==> src/rtl/change_dispenser.sv <==
// Greedy change dispenser: 10-unit coins first, 5-unit fallback when the 10 hopper is empty.
// Registered outputs; one coin per 2 cycles at best, coin held on coin_valid until coin_ready.
module change_dispenser #(
  parameter int AMT_W = 4
) (
  input  logic             clk,
  input  logic             rst_n,
  input  logic             start,
  input  logic [AMT_W-1:0] change_amt,
  input  logic             ten_empty,
  input  logic             five_empty,
  input  logic             coin_ready,
  output logic [1:0]       coin_out,
  output logic             coin_valid,
  output logic             busy,
  output logic             done,
  output logic             fault,
  output logic [AMT_W-1:0] remaining
);

  typedef enum logic [2:0] {
    S_IDLE    = 3'd0,
    S_SELECT  = 3'd1,
    S_PRESENT = 3'd2,
    S_DONE    = 3'd3,
    S_FAULT   = 3'd4
  } state_t;

  localparam logic [1:0] COIN_NONE = 2'b00;
  localparam logic [1:0] COIN_FIVE = 2'b01;
  localparam logic [1:0] COIN_TEN  = 2'b10;

  state_t           state, state_nxt;
  logic [1:0]       coin_out_nxt;
  logic             coin_valid_nxt;
  logic             busy_nxt;
  logic             done_nxt;
  logic             fault_nxt;
  logic [AMT_W-1:0] remaining_nxt;
  logic [AMT_W-1:0] coin_step;
  logic [AMT_W-1:0] rem_dec;

  // Saturating decrement keeps remaining from wrapping even if a bad coin code slipped in.
  assign coin_step = (coin_out == COIN_TEN) ? AMT_W'(2) : AMT_W'(1);
  assign rem_dec   = (remaining >= coin_step) ? (remaining - coin_step) : '0;

  always_comb begin
    state_nxt      = state;
    coin_out_nxt   = coin_out;
    coin_valid_nxt = coin_valid;
    remaining_nxt  = remaining;
    done_nxt       = 1'b0;
    fault_nxt      = 1'b0;

    case (state)
      S_IDLE: begin
        coin_out_nxt   = COIN_NONE;
        coin_valid_nxt = 1'b0;
        // A zero amount also passes through SELECT, which completes it without a coin.
        if (start) begin
          state_nxt     = S_SELECT;
          remaining_nxt = change_amt;
        end
      end

      S_SELECT: begin
        if (remaining == '0) begin
          state_nxt = S_DONE;
          done_nxt  = 1'b1;
        end else if ((remaining >= AMT_W'(2)) && !ten_empty) begin
          coin_out_nxt   = COIN_TEN;
          coin_valid_nxt = 1'b1;
          state_nxt      = S_PRESENT;
        end else if (!five_empty) begin
          coin_out_nxt   = COIN_FIVE;
          coin_valid_nxt = 1'b1;
          state_nxt      = S_PRESENT;
        end else begin
          coin_out_nxt   = COIN_NONE;
          coin_valid_nxt = 1'b0;
          fault_nxt      = 1'b1;
          state_nxt      = S_FAULT;
        end
      end

      S_PRESENT: begin
        if (coin_valid && coin_ready) begin
          remaining_nxt  = rem_dec;
          coin_out_nxt   = COIN_NONE;
          coin_valid_nxt = 1'b0;
          if (rem_dec == '0) begin
            state_nxt = S_DONE;
            done_nxt  = 1'b1;
          end else begin
            state_nxt = S_SELECT;
          end
        end
      end

      S_DONE: begin
        state_nxt      = S_IDLE;
        remaining_nxt  = '0;
        coin_out_nxt   = COIN_NONE;
        coin_valid_nxt = 1'b0;
      end

      S_FAULT: begin
        fault_nxt = 1'b1;
        if (start) begin
          state_nxt     = S_IDLE;
          fault_nxt     = 1'b0;
          remaining_nxt = '0;
        end
      end

      default: begin
        state_nxt      = S_IDLE;
        coin_out_nxt   = COIN_NONE;
        coin_valid_nxt = 1'b0;
        remaining_nxt  = '0;
      end
    endcase

    busy_nxt = (state_nxt != S_IDLE);
  end

  always_ff @(posedge clk or negedge rst_n) begin
    if (!rst_n) begin
      state      <= S_IDLE;
      coin_out   <= COIN_NONE;
      coin_valid <= 1'b0;
      busy       <= 1'b0;
      done       <= 1'b0;
      fault      <= 1'b0;
      remaining  <= '0;
    end else begin
      state      <= state_nxt;
      coin_out   <= coin_out_nxt;
      coin_valid <= coin_valid_nxt;
      busy       <= busy_nxt;
      done       <= done_nxt;
      fault      <= fault_nxt;
      remaining  <= remaining_nxt;
    end
  end

  a_no_illegal_coin : assert property (@(posedge clk) disable iff (!rst_n)
    coin_out != 2'b11);

  a_coin_stable : assert property (@(posedge clk) disable iff (!rst_n)
    (coin_valid && !coin_ready) |=> (coin_valid && $stable(coin_out)));

endmodule

==> config.mk <==
export PLATFORM = sky130hd
export DESIGN_NAME = change_dispenser
export DESIGN_NICKNAME = d
export VERILOG_FILES = /design/src/rtl/change_dispenser.sv
export SDC_FILE = /design/constraint.sdc
export NUM_CORES = 1
export LEC_CHECK = 0
export CAP_MARGIN = 20
export CORE_MARGIN = 2
export CORE_UTILIZATION = 52
export DETAILED_ROUTE_END_ITERATION = 12
export GPL_ROUTABILITY_DRIVEN = 0
export PLACE_DENSITY = 0.81
export SLEW_MARGIN = 20
export SYNTH_ARGS = -nofsm -noshare
export SYNTH_HDL_FRONTEND = slang
export SYNTH_SLANG_ARGS = --single-unit
==> constraint.sdc <==
create_clock -name clk -period 6 [get_ports clk]
set_input_delay 0.9 -clock clk [delete_from_list [all_inputs] [get_ports clk]]
set_output_delay 0.9 -clock clk [all_outputs]
set_load 0.01 [all_outputs]
==> results of run 1 <==
## worst max path at each step
stage | startpoint | to | slack [ns]
2_1_floorplan | coin_out[0] | remaining[1] | 3.59
3_3_place_gp | five_empty | busy | 3.48
3_5_place_dp | coin_out[0] | remaining[1] | 3.44
4_1_cts | coin_out[0] | remaining[1] | 3.42
5_1_grt | coin_out[0] | remaining[1] | 3.10
6_report | coin_out[0] | remaining[1] | 3.39
## through the flow
stage,util (%),instances
finish,70.95,126
global route,70.95,126
CTS,70.95,126
detailed placement,69.26,122
global placement,69.26,122
floorplan,-,91
## synthesized netlist by cell type, types with 2 or more instances
library cell,n
a2111oi_0,3
a21oi_1,2
a22o_1,4
a22oi_1,3
buf_2,2
dfrtp_1,13
ha_1,2
inv_1,5
mux2_2,2
mux2i_1,2
nand2_1,7
nand2b_1,3
nand3_1,2
nor2_1,5
nor2b_1,2
nor3_1,2
o21ai_0,4
## worst max-delay path: stages, from the launching register on
cell	delay, ns
dfrtp_1	0.37
inv_1	0.06
nand2_1	0.12
ha_1	0.18
inv_1	0.07
fa_1	0.40
a2111oi_0	0.54
and2b_1	0.29
a22o_1	0.23
mux2_2	0.25
## area by class of cell
type | instances | area [µm²]
Sequential cell | 13 | 325.3
Fill cell | 119 | 452.9
Timing Repair Buffer | 19 | 190.2
Inverter | 5 | 18.77
Clock buffer | 4 | 26.28
Multi-Input combinational cell | 69 | 525.5
Tap cell | 16 | 20.02
## metal layers
layer	up-vias	global-route usage, %	wire, µm
li1	386	-	-
met1	377	31.23	946
met2	44	37.46	968
met3	12	7.937	162
met4	0	14.71	87
met5	-	0	0
## kinds of logic (layout without fill, tap and decap cells)
logic type	count (synthesis)	count (layout)	synth area share [%]
and+or+nand+nor	33	33	22.10
AOI/OAI and AO/OA	29	29	26.86
DFF	13	13	36.36
buffers and inverters	9	28	4.895
muxes	4	4	4.755
adders and majority gates	3	3	5.035
## flip-flops by register name, indices dropped and copies added (netlist names)
name,count
remaining,4
state,3
busy,1
fault,1
done,1
coin_out,2
coin_valid,1
## power by group through the flow
stage / Combinational (mW) / Sequential (mW) / Clock (mW)
after global placement: 0.347 / 0.173 / 0
after global routing: 0.403 / 0.183 / 0.0604
after CTS: 0.363 / 0.175 / 0.0569
after floorplan: 0.265 / 0.159 / 0
after detailed placement: 0.355 / 0.176 / 0
final: 0.366 / 0.175 / 0.0578
==> impl_metrics.json, run 1 <==
{
  "status": "completed",
  "vdd_ir_drop_max_v": 0.0003568,
  "cts_setup_buffers": 0,
  "critPathRequiredTime_ns": 6.18,
  "synth_area_leaders": "dfrtp_1 36%, a22o_1 3.9%, nand2_1 2.9%",
  "p_total_uw": 598.7,
  "synth_sequential_area_ratio_pct": 36.36,
  "final_antenna_net_count": 0,
  "netSwitchingFraction_pct": 44.82,
  "p_sw_uw": 268.3,
  "grt_first_pass_wirelength_um": 3594,
  "ys_ff_latch": 13,
  "worstSetupPathType": "reg2reg",
  "p_leak_nw": 0.4529,
  "whs_ns": 0.5599,
  "ys_warn_count": 0,
  "critPathCaptureType": "flip-flop",
  "clk_pin_slew_ns": 0.09,
  "die_area_mm2": 0.002068,
  "coreArea_mm2": 0.001559,
  "comb_power_share_pct": 61.1,
  "synth_fp_nets": 104,
  "postPlaceCellArea_mm2": 0.001080,
  "cts_made_buffers": 3,
  "die_w_um": 45.48,
  "die_y_um": 45.48,
  "syn_area_per_cell_um2": 9.831,
  "final_area_mm2": 0.001106,
  "hold_viol_final": 0,
  "fin_crit_ns": 2.608,
  "cts_max_level": 1,
  "worstPathArrival_ns": 2.79,
  "viasPerCell": 6.500,
  "internal_power_uw": 330.3,
  "routed_wl_um": 2166,
  "grt-ovfl-total": 0,
  "async_flop_share_pct": 100.0,
  "min_to": "coin_out[1]",
  "min_period_over_period_pct": 43.46,
  "initial_core_util_pct": 57.38,
  "layout_commonest_cell": "clkdlybuf4s50_1",
  "yosys.area.top_type": "dfrtp_1",
  "pwr_density_cell_mw_per_mm2": 541.3,
  "fin_skew_ns": 0.008286,
  "tightest_slew_ns": 0.7574,
  "tritoncts": "built",
  "min_path_cells": 1,
  "power_frac_clock_pct": 9.7,
  "fmax_ghz": 0.3835,
  "syn-cell-area_um2": 894.6,
  "cts-root-buf": "clkbuf_4",
  "reg2reg_depth": 9,
  "first_iter_violations": 25,
  "synth_cell_type_count": 45,
  "cts_hold_buf": 0,
  "fin_tns_setup_ns": 0,
  "post_cts_resized": 0,
  "drc": 0,
  "dp_slack_ns": 3.441,
  "finalWorstSetupSlack_ns": 3.392,
  "fin_nets": 124,
  "rows": 14,
  "synth_enable_flop_cells": 0,
  "hp-class": "reg2reg",
  "wl_per_cell_um": 17.19,
  "layout-drive-gt1-share_pct": 12.73,
  "critPathMaxFanout": 4,
  "diodes": 0,
  "clockBufferDepth": 2,
  "drv_cap": 0,
  "synthCells": 91,
  "dp_hpwl_um": 1570,
  "drtPass1Iterations": 4,
  "clock-sinks": 13,
  "start_kind": "flip-flop",
  "r2r_end": "remaining[1]",
  "ios": 20,
  "rrSetupSlack_ns": 3.39,
  "pwr-share-seq_pct": 29.3,
  "port_buffers": 19,
  "antenna_found_initial": 0,
  "slew_viol_final": 0,
  "slew_headroom_pct": 48.20,
  "ys.flop_type": "dfrtp_1",
  "grt_pass1_vias": 767,
  "vias": 819,
  "clock_latency_ns": 0.29,
  "rr_startpoint": "coin_out[0]",
  "synth_top_area_share_pct": 36.36,
  "area_growth_syn_to_layout_pct": 23.64,
  "worstHoldStart": "coin_out[1]",
  "rsz0062_at_grt": "no",
  "setup_viol": 0,
  "grt_max_degree": 14,
  "grt_usage_pct": 24.98,
  "most-common-layout-cells": "19 x clkdlybuf4s50_1, 13 x dfrtp_1, 7 x nand2_1, 5 x inv_1, 5 x nor2_1"
}
Power figures use the tool's default switching activity.
==> run 2, diff against run 1 <==
--- a/config.mk
+++ b/config.mk
@@ -7,10 +7,10 @@
 export LEC_CHECK = 0
 export CAP_MARGIN = 20
 export CORE_MARGIN = 2
-export CORE_UTILIZATION = 52
+export CORE_UTILIZATION = 44
 export DETAILED_ROUTE_END_ITERATION = 12
 export GPL_ROUTABILITY_DRIVEN = 0
-export PLACE_DENSITY = 0.81
+export PLACE_DENSITY = 0.73
 export SLEW_MARGIN = 20
 export SYNTH_ARGS = -nofsm -noshare
 export SYNTH_HDL_FRONTEND = slang
==> constraint.sdc (replaced) <==
create_clock -name clk -period 2.2 [get_ports clk]
set_input_delay 0.33 -clock clk [delete_from_list [all_inputs] [get_ports clk]]
set_output_delay 0.33 -clock clk [all_outputs]
set_load 0.01 [all_outputs]
==> run 2 against run 1 <==
Net effect: worst hold slack got worse by 0.13 ns; first-iteration DRC count increased by 4.0%; sequential power rose to 2.7 times the previous value; setup slack worse by 3.4 ns; fmax is 20% higher; clock skew shrank 0.0014 ns; critical path type unchanged; largest cell class unchanged.
==> impl_metrics.json, run 2 (synthesis results as in run 1) <==
{
  "status": "completed",
  "cts_max_level": 1,
  "drtPass1Iterations": 4,
  "p_leak_nw": 0.5205,
  "rr_startpoint": "coin_out[0]",
  "fmax_ghz": 0.4591,
  "drc": 0,
  "first_iter_violations": 26,
  "cts-root-buf": "clkbuf_4",
  "final_core_util_pct": 65.79,
  "slew_headroom_pct": 54.04,
  "grt_max_degree": 14,
  "grt_usage_pct": 21.66,
  "coreArea_mm2": 0.001942,
  "vias": 865,
  "vdd_ir_drop_max_v": 0.0009317,
  "area_growth_syn_to_layout_pct": 42.80,
  "postPlaceCellArea_mm2": 0.001170,
  "rsz0062_at_grt": "yes",
  "antenna_found_initial": 0,
  "fin_crit_ns": 2.178,
  "start_kind": "flip-flop",
  "reg_top3": "remaining x4, state x3, coin_out x2",
  "cts_made_buffers": 3,
  "clock_latency_ns": 0.28,
  "die_y_um": 49.09,
  "rows": 16,
  "routed_wl_um": 2277,
  "fin_skew_ns": 0.006858,
  "grt_pass1_vias": 865,
  "grt-ovfl-total": 0,
  "dp_hpwl_um": 1736,
  "p_total_mw": 2.035,
  "min_period_over_period_pct": 99.00,
  "hp-class": "in2async",
  "drv_cap": 0,
  "layout-drive-gt1-share_pct": 30.58,
  "final_area_mm2": 0.001277,
  "registers.top_by_ff_count": "remaining",
  "critPathCaptureType": "flip-flop",
  "slew_viol_final": 0,
  "die_w_um": 49.09,
  "viasPerCell": 5.845,
  "pwr_density_cell_mw_per_mm2": 1593,
  "setup_viol": 0,
  "critPathMaxFanout": 2,
  "critPathRequiredTime_ns": 2.36,
  "initial_core_util_pct": 46.07,
  "clock-sinks": 13,
  "grt_first_pass_wirelength_um": 3967,
  "cts_hold_buf": 0,
  "fin_nets": 135,
  "worstSetupPathType": "reg2reg",
  "hold_viol_final": 0,
  "r2r_end": "busy",
  "crit_path_end": "busy",
  "layout_commonest_cell": "clkdlybuf4s50_1",
  "final_antenna_net_count": 0,
  "whs_ns": 0.4251,
  "clk_pin_slew_ns": 0.08,
  "largest_reg_flops": 4,
  "clockBufferDepth": 2,
  "reg2reg_depth": 8,
  "diodes": 0,
  "die_area_mm2": 0.002410,
  "tritoncts": "built",
  "most-common-layout-cells": "19 x clkdlybuf4s50_1, 12 x dfrtp_1, 10 x buf_4, 6 x nand2_1, 5 x nor2_1",
  "worstPathArrival_ns": 2.33,
  "rrSetupSlack_ns": 0.02,
  "wl_per_cell_um": 15.39,
  "tightest_slew_ns": 0.6880,
  "port_buffers": 19,
  "ios": 20,
  "cp-startpoint": "coin_out[0]"
}
run 2: how the worst min path moves through the flow:
| stage | endpoint | slack [ns] |
|---|---|---|
| 3_5_place_dp | remaining[0] | 0.56 |
| 5_1_grt | busy | 0.47 |
| 3_3_place_gp | coin_out[0] | 0.55 |
| 6_report | busy | 0.43 |
| 4_1_cts | busy | 0.45 |
| 2_1_floorplan | busy | 0.03 |
run 2: final cells by class:
type / instances / area, µm²
timing repair buffer: 30 / 276.5
tap: 27 / 33.78
multi-input combinational: 69 / 595.6
sequential: 13 / 326.6
inverter: 5 / 18.77
clock buffer: 4 / 26.28
fill: 171 / 664.4
run 2: routing by layer:
| layer | vias up | track usage (%) | routed length, µm |
|---|---|---|---|
| met5 | - | 0 | 0 |
| met4 | 0 | 11.90 | 53 |
| met3 | 6 | 4.294 | 137 |
| met2 | 38 | 35.36 | 1194 |
| met1 | 412 | 26.61 | 891 |
| li1 | 409 | - | - |
run 2: worst max-delay path, stage by stage, from the launching register on:
cell	delay [ns]
dfrtp_1	0.40
inv_2	0.09
nand2_4	0.07
buf_6	0.13
fa_2	0.55
nand2b_4	0.13
nand4b_1	0.13
a311oi_1	0.10
or4b_1	0.47
run 2: power by group:
group	total, mW	internal [mW]	switching (mW)
Combinational	1.41	0.771	0.643
Sequential	0.472	0.331	0.141
Clock	0.149	0.0703	0.0789
Total	2.04	1.17	0.863
run 2: timing repair:
item,4_1_cts,5_1_grt
endpoints found under the setup margin,5,7
gates resized for setup,7,5
pin swaps,4,3
hold endpoints to repair,0,0
buffers inserted,2,1
run 2: stage by stage:
step,instances,setup slack (ns),setup TNS [ns]
global placement,141,-0.01274,-0.01274
detailed placement,141,-0.08265,-0.1206
global route,148,-0.06726,-0.1026
floorplan,91,-0.006465,-0.006465
CTS,147,0.004294,0
finish,148,0.02199,0
